==> src/rtl/store_buffer_ctrl_pkg.sv <==
// store_buffer_ctrl_pkg
//   Shared definitions for the store buffer: WLen encodings, the controller
//   FSM state encodings and the layout of one queued store.
//   No ports (package).
package store_buffer_ctrl_pkg;

  // Store width encodings carried alongside every queued store.
  localparam logic [1:0] WLEN_BYTE   = 2'b00;
  localparam logic [1:0] WLEN_HALF   = 2'b01;
  localparam logic [1:0] WLEN_TRIPLE = 2'b10;
  localparam logic [1:0] WLEN_WORD   = 2'b11;

  // Controller FSM encodings.
  localparam logic [1:0] IDLE    = 2'd0;
  localparam logic [1:0] ST_BUSY = 2'd1;
  localparam logic [1:0] LD_BUSY = 2'd2;

  // One queued store: already-aligned address, data and width.
  typedef struct packed {
    logic [31:0] addr;
    logic [31:0] data;
    logic [1:0]  wlen;
  } sb_entry_t;

endpackage

==> src/rtl/sb_fifo.sv <==
// sb_fifo
//   Circular store queue with per-entry word-address comparators.
//   Ports:
//     clk, reset        clock and synchronous active-low reset
//     push, push_entry  enqueue request and the store to enqueue (ignored when full)
//     pop               dequeue the head entry (ignored when empty)
//     cmp_word          word address (addr[31:2]) to look up among valid entries
//     head              current head entry
//     hit               some valid entry matches cmp_word
//     empty, full       queue status
module sb_fifo
  import store_buffer_ctrl_pkg::*;
#(
  parameter int DEPTH = 4
) (
  input  logic        clk,
  input  logic        reset,
  input  logic        push,
  input  logic        pop,
  input  sb_entry_t   push_entry,
  input  logic [29:0] cmp_word,
  output sb_entry_t   head,
  output logic        hit,
  output logic        empty,
  output logic        full
);

  localparam int PTR_W = (DEPTH > 1) ? $clog2(DEPTH) : 1;
  localparam int CNT_W = $clog2(DEPTH + 1);

  sb_entry_t        entries [DEPTH];
  logic [DEPTH-1:0] valid;
  logic [PTR_W-1:0] wr_ptr;
  logic [PTR_W-1:0] rd_ptr;
  logic [CNT_W-1:0] count;
  logic             do_push;
  logic             do_pop;

  assign empty   = (count == '0);
  assign full    = (count == CNT_W'(DEPTH));
  assign do_push = push && !full;
  assign do_pop  = pop && !empty;
  assign head    = entries[rd_ptr];

  // Pointers wrap for free because DEPTH is a power of two.
  always_ff @(posedge clk) begin
    if (!reset) begin
      wr_ptr <= '0;
      rd_ptr <= '0;
      count  <= '0;
      valid  <= '0;
    end else begin
      if (do_push) begin
        wr_ptr         <= wr_ptr + PTR_W'(1);
        valid[wr_ptr]  <= 1'b1;
      end
      if (do_pop) begin
        rd_ptr         <= rd_ptr + PTR_W'(1);
        valid[rd_ptr]  <= 1'b0;
      end
      case ({do_push, do_pop})
        2'b10:   count <= count + CNT_W'(1);
        2'b01:   count <= count - CNT_W'(1);
        default: count <= count;
      endcase
    end
  end

  // Entry payload needs no reset; the valid bits qualify it.
  always_ff @(posedge clk) begin
    if (do_push) begin
      entries[wr_ptr] <= push_entry;
    end
  end

  // Word-granular match against every valid entry.
  always_comb begin
    hit = 1'b0;
    for (int i = 0; i < DEPTH; i++) begin
      if (valid[i] && (entries[i].addr[31:2] == cmp_word)) begin
        hit = 1'b1;
      end
    end
  end

endmodule

==> src/rtl/store_buffer_ctrl.sv <==
// store_buffer_ctrl
//   Store buffer in front of a single-port data memory. Stores are queued
//   and drained one at a time; loads take priority unless they hit a queued
//   store (word granularity) or the queue is full.
//   Ports:
//     clk, reset                         clock, synchronous active-low reset
//     st_valid/st_addr/st_data/st_wlen   store request from MEM; st_ready = accepted
//     ld_valid/ld_addr                   load request; ld_done pulse, ld_stall
//     mem_req/mem_we/mem_addr/mem_wdata/mem_wlen, mem_ack   data memory port
//     empty, full                        queue status
module store_buffer_ctrl
  import store_buffer_ctrl_pkg::*;
#(
  parameter int DEPTH = 4
) (
  input  logic        clk,
  input  logic        reset,
  input  logic        st_valid,
  input  logic [31:0] st_addr,
  input  logic [31:0] st_data,
  input  logic [1:0]  st_wlen,
  output logic        st_ready,
  input  logic        ld_valid,
  input  logic [31:0] ld_addr,
  output logic        ld_done,
  output logic        ld_stall,
  output logic        mem_req,
  output logic        mem_we,
  output logic [31:0] mem_addr,
  output logic [31:0] mem_wdata,
  output logic [1:0]  mem_wlen,
  input  logic        mem_ack,
  output logic        empty,
  output logic        full
);

  logic [1:0]  state;
  logic [1:0]  next_state;
  logic [31:0] ld_addr_q;
  sb_entry_t   push_entry;
  sb_entry_t   head;
  logic        hit;
  logic        hazard;
  logic        fifo_empty;
  logic        fifo_full;
  logic        pop;

  assign push_entry = {st_addr, st_data, st_wlen};
  assign hazard     = ld_valid && hit;
  assign pop        = reset && (state == ST_BUSY) && mem_ack;

  sb_fifo #(
    .DEPTH (DEPTH)
  ) u_fifo (
    .clk        (clk),
    .reset      (reset),
    .push       (st_valid),
    .pop        (pop),
    .push_entry (push_entry),
    .cmp_word   (ld_addr[31:2]),
    .head       (head),
    .hit        (hit),
    .empty      (fifo_empty),
    .full       (fifo_full)
  );

  // Status outputs show the reset values while reset is held, before the
  // registers have been cleared by the first edge.
  assign st_ready = !reset || !fifo_full;
  assign empty    = !reset || fifo_empty;
  assign full     = reset && fifo_full;
  assign ld_done  = reset && (state == LD_BUSY) && mem_ack;
  assign ld_stall = ld_valid && !ld_done;

  // Every busy state returns to IDLE on ack, which guarantees a request-free
  // cycle between accesses. A full queue blocks loads so draining cannot starve.
  always_comb begin
    next_state = IDLE;
    case (state)
      IDLE: begin
        if (ld_valid && !hazard && !fifo_full) begin
          next_state = LD_BUSY;
        end else if (!fifo_empty) begin
          next_state = ST_BUSY;
        end else begin
          next_state = IDLE;
        end
      end
      ST_BUSY: next_state = mem_ack ? IDLE : ST_BUSY;
      LD_BUSY: next_state = mem_ack ? IDLE : LD_BUSY;
      default: next_state = IDLE;
    endcase
  end

  // The load address is captured on entry so the read stays stable even if
  // the requester changes ld_addr mid-access.
  always_ff @(posedge clk) begin
    if (!reset) begin
      state     <= IDLE;
      ld_addr_q <= '0;
    end else begin
      state <= next_state;
      if ((state == IDLE) && (next_state == LD_BUSY)) begin
        ld_addr_q <= ld_addr;
      end
    end
  end

  always_comb begin
    mem_req   = 1'b0;
    mem_we    = 1'b0;
    mem_addr  = '0;
    mem_wdata = '0;
    mem_wlen  = '0;
    if (reset) begin
      case (state)
        ST_BUSY: begin
          mem_req   = 1'b1;
          mem_we    = 1'b1;
          mem_addr  = head.addr;
          mem_wdata = head.data;
          mem_wlen  = head.wlen;
        end
        LD_BUSY: begin
          mem_req  = 1'b1;
          mem_addr = ld_addr_q;
        end
        default: begin
          mem_req = 1'b0;
        end
      endcase
    end
  end

endmodule

==> config.mk <==
export PLATFORM = sky130hd
export DESIGN_NAME = store_buffer_ctrl
export DESIGN_NICKNAME = d
export VERILOG_FILES = /design/src/rtl/store_buffer_ctrl_pkg.sv /design/src/rtl/sb_fifo.sv /design/src/rtl/store_buffer_ctrl.sv
export SDC_FILE = /design/constraint.sdc
export NUM_CORES = 1
export LEC_CHECK = 0
export BUFFER_PORTS_ARGS = -buffer_cell sky130_fd_sc_hd__buf_2
export CAP_MARGIN = 25
export CORE_MARGIN = 1.5
export CORE_UTILIZATION = 50
export CTS_CLUSTER_SIZE = 20
export DETAILED_ROUTE_END_ITERATION = 8
export PLACE_DENSITY_LB_ADDON = 0.05
export SYNTH_ARGS = -nofsm -noshare
export SYNTH_HDL_FRONTEND = slang
export SYNTH_SLANG_ARGS = --single-unit
==> constraint.sdc <==
create_clock -name clk -period 2.95 [get_ports clk]
set_input_delay 0.1475 -clock clk [delete_from_list [all_inputs] [get_ports clk]]
set_output_delay 0.1475 -clock clk [all_outputs]
set_load 0.03 [all_outputs]
==> impl_metrics.csv <==
group,metric,value,unit
synth,syn_area,13800,um^2
synth,ys_seq_elements,311,
sta,drv_slew,0,
flow_run,maxCapViolCount,0,
cts,cts_tree,"done",
routing,viasPerCell,5.47,
synth,syn_area_per_cell,15.6,um^2
synth,yosysSeqAreaShare,64.3,%
final_layout,mostFrequentLayoutCell,"edfxtp_1",
sta,grt_setup_unrepaired,"no",
floorplanning,die_h,169,um
critical_path,cp-start-kind,"flip-flop",
cts,cts_root_buffer,"clkbuf_16",
critical_path,worst_path_max_delay_cell,"a2111oi_4",
floorplanning,num_rows,60,
sta,post-route-period-util,90.7,%
final_layout,area_delta_synth_final,23.9,%
min_path,hold_class,"input port to flip-flop",
final_layout,final_nets,1264,
sta,worst_clock_skew,0.0113,ns
critical_path,path_class,"flip-flop to flip-flop",
floorplanning,dieArea,28600,um^2
critical_path,path_cells,"xor2_1 > nor4_1 > nand4_1 > nor4_1 > a41oi_1 > nand3_1 > a2111oi_4 > buf_4 > mux2i_1",
sta,finalCriticalPeriod,2.68,ns
sta,setup_viol,0,
critical_path,cp.required,3.38,ns
final_layout,drive_above_1_share,27.9,%
placed_design,numPortBuffers,175,
sta,max_slew_margin,44.2,%
sta,hold_violations,0,
floorplanning,die_w,169,um
power_and_ir_drop,p_seq_share,49.3,%
synth,ys_types,38,
routing,drt_iter0_drc,592,
critical_path,crit_fanout,11,
cts,cts.sinks,311,
critical_path,end_kind,"flip-flop",
critical_path,reg2reg_slack,0.27,ns
cts,cts_setup_buffers,0,
grt,grt_pass1_vias,8450,
floorplanning,io_pins,176,
synth,synth_ff_type,"edfxtp_1",
routing,wl_per_cell,22.3,um
power_and_ir_drop,peakVddDrop,0.543,mV
sta,clock.fmax,374,MHz
cts,clk_latency,0.51,ns
grt,groute.usage.overall,23.8,%
synth,synth_nets,1001,
power_and_ir_drop,p_clk_share,38.9,%
grt,grt_max_degree,83,
synth,ys.warnings.count,0,
power_and_ir_drop,cellPowerDensity,610,nW/um^2
placed_design,dp_cells,1353,
sta,finalSetupTns,0,ns
final_layout,final_cell_mix,"edfxtp_1 (264), buf_2 (175), dlygate4sd3_1 (98), xnor2_1 (81), nand2_1 (72)",
routing,vias,8284,
power_and_ir_drop,cellInternalPower,0.00793,W
run_status,status,"finished clean",
routing,drtPass1Iterations,4,
synth,synth-edff-count,264,
power_and_ir_drop,sw_frac_of_total,23.9,%
grt,antenna_found_initial,1,
critical_path,cp_top_family,"compound AO/OA/AOI/OAI gates",
cts,htree_levels,2,
power_and_ir_drop,combPwrFrac,11.8,%
cts,path_clk_slew,0.06,ns
cts,cts.path.max_buffers,3,
floorplanning,start_util,51.0,%
routing,routed_wl,33.7,mm
cts,cts_buffers,35,
placed_design,place_ws,0.282,ns
critical_path,max_stage_delay,0.49,ns
final_layout,finalNonFillerCells,1514,
grt,overflow,0,
synth,synthArstFlopShare,0,%
power_and_ir_drop,p_leak,6.11,nW
sta,tightest_slew,0.837,ns
placed_design,routabilityCongestion,0.849,
routing,drcViolationCount,0,
synth,syn-instance-count,884,
grt,grt_pass1_wl,50.1,mm
power_and_ir_drop,p_sw,0.00249,W
placed_design,dp_hpwl,22.5,mm
critical_path,path_common_cell,"nor4_1",
floorplanning,core_area,27000,um^2
critical_path,arrival,3.11,ns
routing,antenna_left,0,
critical_path,crit_buf_inv,1,
sta,worst_slack,0.274,ns
cells in the mapped netlist, types with 13 or more instances:
cell / n / area [um^2]
nand2_1: 72 / 270
xnor2_1: 81 / 709
buf_2: 20 / 100
and2_1: 41 / 257
dfxtp_1: 47 / 941
mux4_2: 66 / 1490
xor2_1: 42 / 368
a22oi_1: 32 / 240
ha_1: 13 / 163
nor4_1: 13 / 81.3
edfxtp_1: 264 / 7930
clkbuf_1: 30 / 113
nand4_1: 23 / 144
inv_1: 13 / 48.8
mux2i_1: 33 / 330
nor2_1: 35 / 131
worst paths after layout:
| path | from | endpoint | cells past startpoint |
|---|---|---|---|
| min | mem_ack | state[1] | 3 |
| max | u_fifo.entries[1][63] | ld_addr_q[29] | 9 |
| max reg2reg | u_fifo.entries[1][63] | ld_addr_q[29] | 9 |
| min reg2reg | ld_addr_q[30] | ld_addr_q[30] | 2 |
power by group through the flow:
stage / logic (W) / registers [W] / clock network (W)
2_1_floorplan: 0.000743 / 0.00522 / 0
3_3_place_gp: 0.00113 / 0.00523 / 0
3_5_place_dp: 0.00113 / 0.00524 / 0
4_1_cts: 0.00124 / 0.00514 / 0.00413
5_1_grt: 0.00132 / 0.00517 / 0.00428
6_report: 0.00123 / 0.00514 / 0.00405
per-layer routing:
| layer | GRT usage (%) | share of wire, % | wire [um] |
|---|---|---|---|
| met5 | 0 | 0 | 0 |
| met4 | 5.96 | 1.9 | 626 |
| met3 | 5.05 | 6.0 | 2030 |
| met2 | 40.7 | 50 | 16800 |
| met1 | 31.2 | 42 | 14300 |
kinds of logic after synthesis:
| kind of cell | synth area share, % |
|---|---|
| DFF | 64.3 |
| and+or+nand+nor | 7.34 |
| xor gates and xnor gates | 7.93 |
| muxes | 13.2 |
| buffers and inverters | 3.09 |
| AOI/OAI and AO/OA | 2.84 |
| adders and majority gates | 1.32 |
flip-flops by register name, summed over array words and instances, names as in the netlist, named ones only:
| register | cells |
|---|---|
| ld_addr_q | 32 |
| u_fifo.entries | 264 |
| state | 2 |
| u_fifo.rd_ptr | 2 |
| u_fifo.count | 3 |
| u_fifo.wr_ptr | 2 |
| u_fifo.valid | 4 |
tightest hold or removal path, stage by stage:
cell and delay [ns]:
buf_2 0.11, or2b_1 0.17, a21oi_1 0.09
stage by stage:
step	instance area (um^2)	power (W)	hold slack [ns]	util, %
2_1_floorplan	13800	0.00596	0.246	-
4_1_cts	17100	0.0105	0.0472	63.2
6_report	17100	0.0104	0.0665	63.2
3_5_place_dp	15000	0.00637	0.366	55.6
5_1_grt	17100	0.0108	0.0872	63.2
3_3_place_gp	15000	0.00636	0.363	55.6
cell type report:
cell class                 instances  area (um^2)
timing repair buffer             298         2140
tap                              341          427
fill                            2040         9930
antenna                            1         2.50
clock buffer                      49         1000
multi-input combinational        488         4520
clock inverter                    13         76.3
sequential                       311         8880
inverter                          13         48.8
timing repair:
item                                   CTS  global route
endpoints found under the hold margin  296             0
gates resized for setup                  0             0
hold buffers                            98             0
No activity file was read; power rests on OpenSTA's default activity.
